[config.mk]
export PLATFORM = sky130hd
export DESIGN_NAME = tstate_sequencer_flat
export DESIGN_NICKNAME = d
export VERILOG_FILES = /design/src/rtl/tstate_sequencer_if.sv /design/src/rtl/tstate_sequencer.sv /design/src/flat_wrapper.sv
export SDC_FILE = /design/constraint.sdc
export NUM_CORES = 1
export LEC_CHECK = 0
export CORE_ASPECT_RATIO = 0.9
export CORE_MARGIN = 2
export CORE_UTILIZATION = 49
export CTS_CLUSTER_SIZE = 28
export DETAILED_ROUTE_END_ITERATION = 10
export GPL_TIMING_DRIVEN = 1
export PLACE_DENSITY_LB_ADDON = 0.08
export SLEW_MARGIN = 20
export SYNTH_ARGS = -nofsm -noshare
export SYNTH_HDL_FRONTEND = slang
export SYNTH_SLANG_ARGS = --single-unit
[constraint.sdc]
create_clock -name clk -period 4.27 [get_ports clk]
set_input_delay 1.0675 -clock clk [delete_from_list [all_inputs] [get_ports clk]]
set_output_delay 1.0675 -clock clk [all_outputs]
set_load 0.01 [all_outputs]
[src/rtl/tstate_sequencer_if.sv]
// Control-unit timing bus between the T-state sequencer and its surroundings.
// The master side drives run control and instruction length; the slave is the sequencer.
interface tstate_sequencer_if #(
    parameter int N_STATES = 6,
    parameter int CNT_W    = 16
);
    localparam int IDX_W = $clog2(N_STATES);
    localparam int LEN_W = $clog2(N_STATES + 1);

    logic                en;
    logic                mode_step;
    logic                step;
    logic [LEN_W-1:0]    len;
    logic                hlt;
    logic [N_STATES-1:0] t;
    logic [IDX_W-1:0]    idx;
    logic                fetch;
    logic                last;
    logic                halted;
    logic [CNT_W-1:0]    instr_cnt;

    modport master (
        output en, mode_step, step, len, hlt,
        input  t, idx, fetch, last, halted, instr_cnt
    );

    modport slave (
        input  en, mode_step, step, len, hlt,
        output t, idx, fetch, last, halted, instr_cnt
    );
endinterface

[src/rtl/tstate_sequencer.sv]
// Parametrised T-state generator: one-hot timing vector, per-instruction early
// termination, run/hold, single-step, halt latch and completed-instruction counter.
module tstate_sequencer #(
    parameter int N_STATES     = 6,
    parameter int FETCH_STATES = 3,
    parameter int CNT_W        = 16
) (
    input  logic              clk,
    input  logic              res,
    tstate_sequencer_if.slave bus
);
    localparam int IDX_W = $clog2(N_STATES);
    localparam int LEN_W = $clog2(N_STATES + 1);
    localparam logic [LEN_W-1:0] N_L    = LEN_W'(N_STATES);
    localparam logic [LEN_W-1:0] F_L    = LEN_W'(FETCH_STATES);
    localparam logic [LEN_W-1:0] F_LAST = LEN_W'(FETCH_STATES - 1);
    localparam logic [LEN_W-1:0] ONE_L  = LEN_W'(1);

    typedef enum logic {RUNNING, HALTED} run_state_t;

    run_state_t          state_q, state_d;
    logic [IDX_W-1:0]    idx_q, idx_d;
    logic [N_STATES-1:0] t_q;
    logic [LEN_W-1:0]    len_reg_q, len_reg_d;
    logic [CNT_W-1:0]    cnt_q, cnt_d;
    logic                step_q;
    logic                step_rise;
    logic                adv;
    logic                last;
    logic [LEN_W-1:0]    idx_ext;
    logic [LEN_W-1:0]    clen;
    logic [LEN_W-1:0]    lim;

    // Length of the current instruction: fetch states always run, the decoder's
    // length is taken live at the last fetch state and frozen after it.
    always_comb begin
        idx_ext = LEN_W'(idx_q);
        clen    = bus.len;
        if (bus.len == '0 || bus.len > N_L) begin
            clen = N_L;
        end else if (bus.len < F_L) begin
            clen = F_L;
        end
        if (idx_ext < F_LAST) begin
            lim = N_L;
        end else if (idx_ext == F_LAST) begin
            lim = clen;
        end else begin
            lim = len_reg_q;
        end
        last = (idx_ext == lim - ONE_L);
    end

    always_comb begin
        state_d   = state_q;
        idx_d     = idx_q;
        len_reg_d = len_reg_q;
        cnt_d     = cnt_q;
        adv       = 1'b0;
        step_rise = bus.step & ~step_q;
        case (state_q)
            RUNNING: begin
                if (bus.hlt) begin
                    state_d = HALTED;
                end else if (bus.en && (!bus.mode_step || step_rise)) begin
                    adv = 1'b1;
                end
            end
            HALTED: begin
                state_d = HALTED;
            end
        endcase
        if (adv) begin
            if (idx_ext == F_LAST) begin
                len_reg_d = clen;
            end
            // An out-of-range index restarts at T1 without counting an instruction.
            if (idx_ext >= N_L) begin
                idx_d = '0;
            end else if (last) begin
                idx_d = '0;
                cnt_d = cnt_q + CNT_W'(1);
            end else begin
                idx_d = idx_q + IDX_W'(1);
            end
        end
    end

    always_ff @(posedge clk or posedge res) begin
        if (res) begin
            state_q   <= RUNNING;
            idx_q     <= '0;
            t_q       <= N_STATES'(1);
            len_reg_q <= N_L;
            cnt_q     <= '0;
            step_q    <= 1'b0;
        end else begin
            state_q   <= state_d;
            idx_q     <= idx_d;
            t_q       <= N_STATES'(1) << idx_d;
            len_reg_q <= len_reg_d;
            cnt_q     <= cnt_d;
            step_q    <= bus.step;
        end
    end

    assign bus.t         = t_q;
    assign bus.idx       = idx_q;
    assign bus.fetch     = (idx_ext < F_L);
    assign bus.last      = last;
    assign bus.halted    = (state_q == HALTED);
    assign bus.instr_cnt = cnt_q;
endmodule
[src/flat_wrapper.sv]
// flat-port wrapper written by rule: the top's interface ports become plain ports
module tstate_sequencer_flat 
#(
    parameter int N_STATES     = 6,
    parameter int FETCH_STATES = 3,
    parameter int CNT_W        = 16
)
  (clk, res, bus_en, bus_mode_step, bus_step, bus_len, bus_hlt, bus_t, bus_idx, bus_fetch, bus_last, bus_halted, bus_instr_cnt);
  tstate_sequencer_if #(.N_STATES(N_STATES), .CNT_W(CNT_W)) bus_i ();
  input  logic clk;
  input  logic res;
  input wire logic [$bits(bus_i.en)-1:0] bus_en;
  input wire logic [$bits(bus_i.mode_step)-1:0] bus_mode_step;
  input wire logic [$bits(bus_i.step)-1:0] bus_step;
  input wire logic [$bits(bus_i.len)-1:0] bus_len;
  input wire logic [$bits(bus_i.hlt)-1:0] bus_hlt;
  output wire logic [$bits(bus_i.t)-1:0] bus_t;
  output wire logic [$bits(bus_i.idx)-1:0] bus_idx;
  output wire logic [$bits(bus_i.fetch)-1:0] bus_fetch;
  output wire logic [$bits(bus_i.last)-1:0] bus_last;
  output wire logic [$bits(bus_i.halted)-1:0] bus_halted;
  output wire logic [$bits(bus_i.instr_cnt)-1:0] bus_instr_cnt;
  assign bus_i.en = bus_en;
  assign bus_i.mode_step = bus_mode_step;
  assign bus_i.step = bus_step;
  assign bus_i.len = bus_len;
  assign bus_i.hlt = bus_hlt;
  assign bus_t = bus_i.t;
  assign bus_idx = bus_i.idx;
  assign bus_fetch = bus_i.fetch;
  assign bus_last = bus_i.last;
  assign bus_halted = bus_i.halted;
  assign bus_instr_cnt = bus_i.instr_cnt;
  tstate_sequencer #(.N_STATES(N_STATES), .FETCH_STATES(FETCH_STATES), .CNT_W(CNT_W)) u_core (.clk(clk), .res(res), .bus(bus_i));
endmodule
==> results of run 1 <==
==> per-layer routing <==
| metal | up-vias | track usage | wire [µm] |
|---|---|---|---|
| li1 | 642 | - | - |
| met1 | 652 | 0.3055 | 1671 |
| met2 | 54 | 0.3880 | 1954 |
| met3 | 8 | 0.06903 | 276 |
| met4 | 0 | 0.1056 | 63 |
| met5 | - | 0 | 0 |
==> final cells by class <==
cell class,count,area share
Sequential cell,30,0.3315
Multi-Input combinational cell,102,0.3491
Timing Repair Buffer,61,0.2485
Tap cell,42,0.02309
Inverter,9,0.01484
Clock buffer,7,0.01979
Clock inverter,1,0.01319
==> critical path, cell delays in order <==
cell and delay (ns):
clkbuf_2 0.14, nand2b_4 0.16, a21oi_2 0.11, nor2_1 0.06, ha_1 0.34, buf_4 0.16, a41o_1 0.24, buf_4 0.13
buf_4 0.12, buf_4 0.12, buf_4 0.13, buf_4 0.12, buf_4 0.12, buf_4 0.12, buf_4 0.13, buf_4 0.12
buf_4 0.13, o211ai_4 0.24, clkbuf_16 0.20, mux2_1 0.31
==> stage by stage <==
stage	utilization	worst slack (ns)	area, µm²	hold slack, ns
after floorplan	-	0.5175	1560	0.4628
after global placement	0.6694	-0.4017	2037	0.4560
after detailed placement	0.6694	-0.5802	2037	0.4605
after CTS	0.7233	0.008469	2201	0.4825
after global routing	0.7479	0.05926	2276	0.5110
final	0.7479	0.2174	2276	0.4826
==> state kept, by name, summed over array words and instances, names as in the netlist <==
| name | flops |
|---|---|
| u_core.step_q | 1 |
| u_core.bus.instr_cnt | 16 |
| u_core.bus.t | 6 |
| u_core.bus.idx | 3 |
| u_core.bus.halted | 1 |
| u_core.len_reg_q | 3 |
==> timing repair <==
item / 4_1_cts / 5_1_grt
gates resized for setup: 12 / 8
setup endpoints to repair: 1 / 16
buffers inserted: 9 / 3
cloned: 0 / 1
endpoints found under the hold margin: 0 / 0
pin swaps: 5 / 5
==> placed cells by master, fill, tap and decap left out, types with 4 or more instances in the layout <==
| master | instances |
|---|---|
| clkdlybuf4s50_1 | 32 |
| dfrtp_1 | 27 |
| buf_4 | 23 |
| xor2_1 | 14 |
| nand2_1 | 9 |
| nor2_1 | 9 |
| nor3_1 | 8 |
| inv_1 | 7 |
| nand4_1 | 5 |
| nand3_1 | 5 |
| clkbuf_4 | 5 |
| o21ai_0 | 4 |
==> worst paths after layout <==
kind,start,to,slack (ns),depth (start not counted)
max in group asynchronous,res,u_core.bus.idx[2],2.73,2
setup reg to reg,u_core.bus.idx[2],u_core.bus.instr_cnt[1],0.32,18
setup / recovery,bus_len[1],u_core.bus.instr_cnt[1],0.22,20
min in group asynchronous,res,u_core.bus.t[4],1.13,2
hold / removal,u_core.bus.instr_cnt[15],u_core.bus.instr_cnt[15],0.48,1
hold reg to reg,u_core.bus.instr_cnt[15],u_core.bus.instr_cnt[15],0.48,1
==> power groups by stage <==
stage               Combinational, µW  Sequential, µW  Clock (µW)
finish                           66.7             300         227
global route                     72.6             302         241
CTS                              66.0             300         230
detailed placement               64.6             306           0
global placement                 62.2             305           0
floorplan                        25.8             308           0
==> logic make-up (layout without fill, tap and decap cells) <==
family | count (synthesis) | after routing | share of synthesized area
AOI/OAI and AO/OA | 23 | 23 | 0.1251
xor gates and xnor gates | 17 | 17 | 0.1002
adders and majority gates | 3 | 3 | 0.02406
buffers and inverters | 12 | 78 | 0.03849
DFF | 30 | 30 | 0.4836
muxes | 2 | 2 | 0.01443
and+or+nand+nor | 57 | 57 | 0.2141
==> flow_summary.yaml, run 1 <==
cts:
  cts.sinks: 30
  htree_levels: 2
  clockBufferDepth: 2
  path_clk_slew_ns: 0.09
  worstSkewPairLatency_ns: 0.33
  cts-root-buf: "clkbuf_4"
  numCtsBuffers: 5
  postCtsHoldBufs: 0
  cts_tree: "done"
yosys:
  ys_seq_area_frac: 0.4836
  syn_area_per_cell_um2: 10.84
  ys.flop_type: "dfrtp_1"
  synth_most_common_cell: "dfrtp_1"
  yosys_register_bits: 30
  yosysTopAreaCellShare: 0.4330
  synth_nets: 156
  synth_cells: 144
  ys_async_sr_fraction: 1.000
  ys.warnings.count: 0
  yosysUniqueCellTypes: 45
  ys_top_cells_by_area: "dfrtp_1, xor2_1, dfstp_2, nor3_1, ha_1"
  syn_area_mm2: 0.001560
  synth_edf_count: 0
  synth_top_cells_by_count: "dfrtp_1, xor2_1, nand2_1, nor2_1"
  synth_top_area_cell: "dfrtp_1"
setup_path:
  required_ns: 4.49
  worst_setup_path_end_kind: "flop"
  path_max_fanout: 7
  start_kind: "input pin"
  crit_type: "input pin to flop"
  critPathArrivalTime_ns: 4.27
power_and_ir_drop:
  clkPwrFrac: 0.382
  comb_power_share: 0.112
  total_power_uw: 593.8
  switching_power_uw: 142.1
  power_leakage_uw: 0.001092
  p_per_area_mw_per_mm2: 260.9
  ir_worst_vdd_mv: 0.1825
  internal-power_uw: 451.6
  seqPwrFrac: 0.506
  netSwitchingFraction: 0.2394
drt:
  wirelength_mm: 3.965
  postRouteAntennaNets: 0
  vias: 1356
  drc: 0
  drt_iter0_drc: 88
  viasPerCell: 5.381
  wl_per_cell_um: 15.73
  dr.pass1.iters: 5
grt:
  grt-ovfl-total: 0
  track_usage: 0.2409
  grt_pass1_vias: 1373
  grt_max_degree: 31
  grt_pass1_wl_mm: 6.630
  antenna_found_initial: 0
sta:
  skew_ns: 0.01117
  hold_viol: 0
  setup_viol: 0
  setup_tns_ns: 0
  relSlewSlack: 0.4764
  rsz0062_at_grt: "no"
  slew_viol_final: 0
  max_freq_mhz: 246.8
  post-route-min-period_ns: 4.053
  period_share: 0.9491
  worstMarginPinSlew_ns: 0.7771
worst_hold_path:
  worst_hold_path_type: "flop to flop"
finish:
  multi_input_area_um2: 794.5
  area_growth_pct: 45.87
  register_area_um2: 754.5
  nets: 221
  nFillCells: 222
  drive_above_1_share: 0.2857
  antenna_cells: 0
  fin_cells: 252
placement:
  dp.cells: 231
  place.gp.congestion: 0.7917
  place_hpwl_mm: 2.583
  io_buffers: 36
floorplanning:
  dieArea_mm2: 0.003652
  die_w_um: 63.48
  start_util: 0.5127
  core-area_mm2: 0.003043
  pin_count: 37
  die_h_um: 57.53
  num_rows: 19
job:
  maxCapViolCount: 0
run_status:
  outcome: "finished, final reports clean"
(Power assumes the default switching activity.)
==> inputs of run 2 (changes only) <==
Settings changed: CTS_CLUSTER_DIAMETER from default to 200.
==> results of run 2 <==
No change in the layout: final DEF, timing and power equal those of run 1.
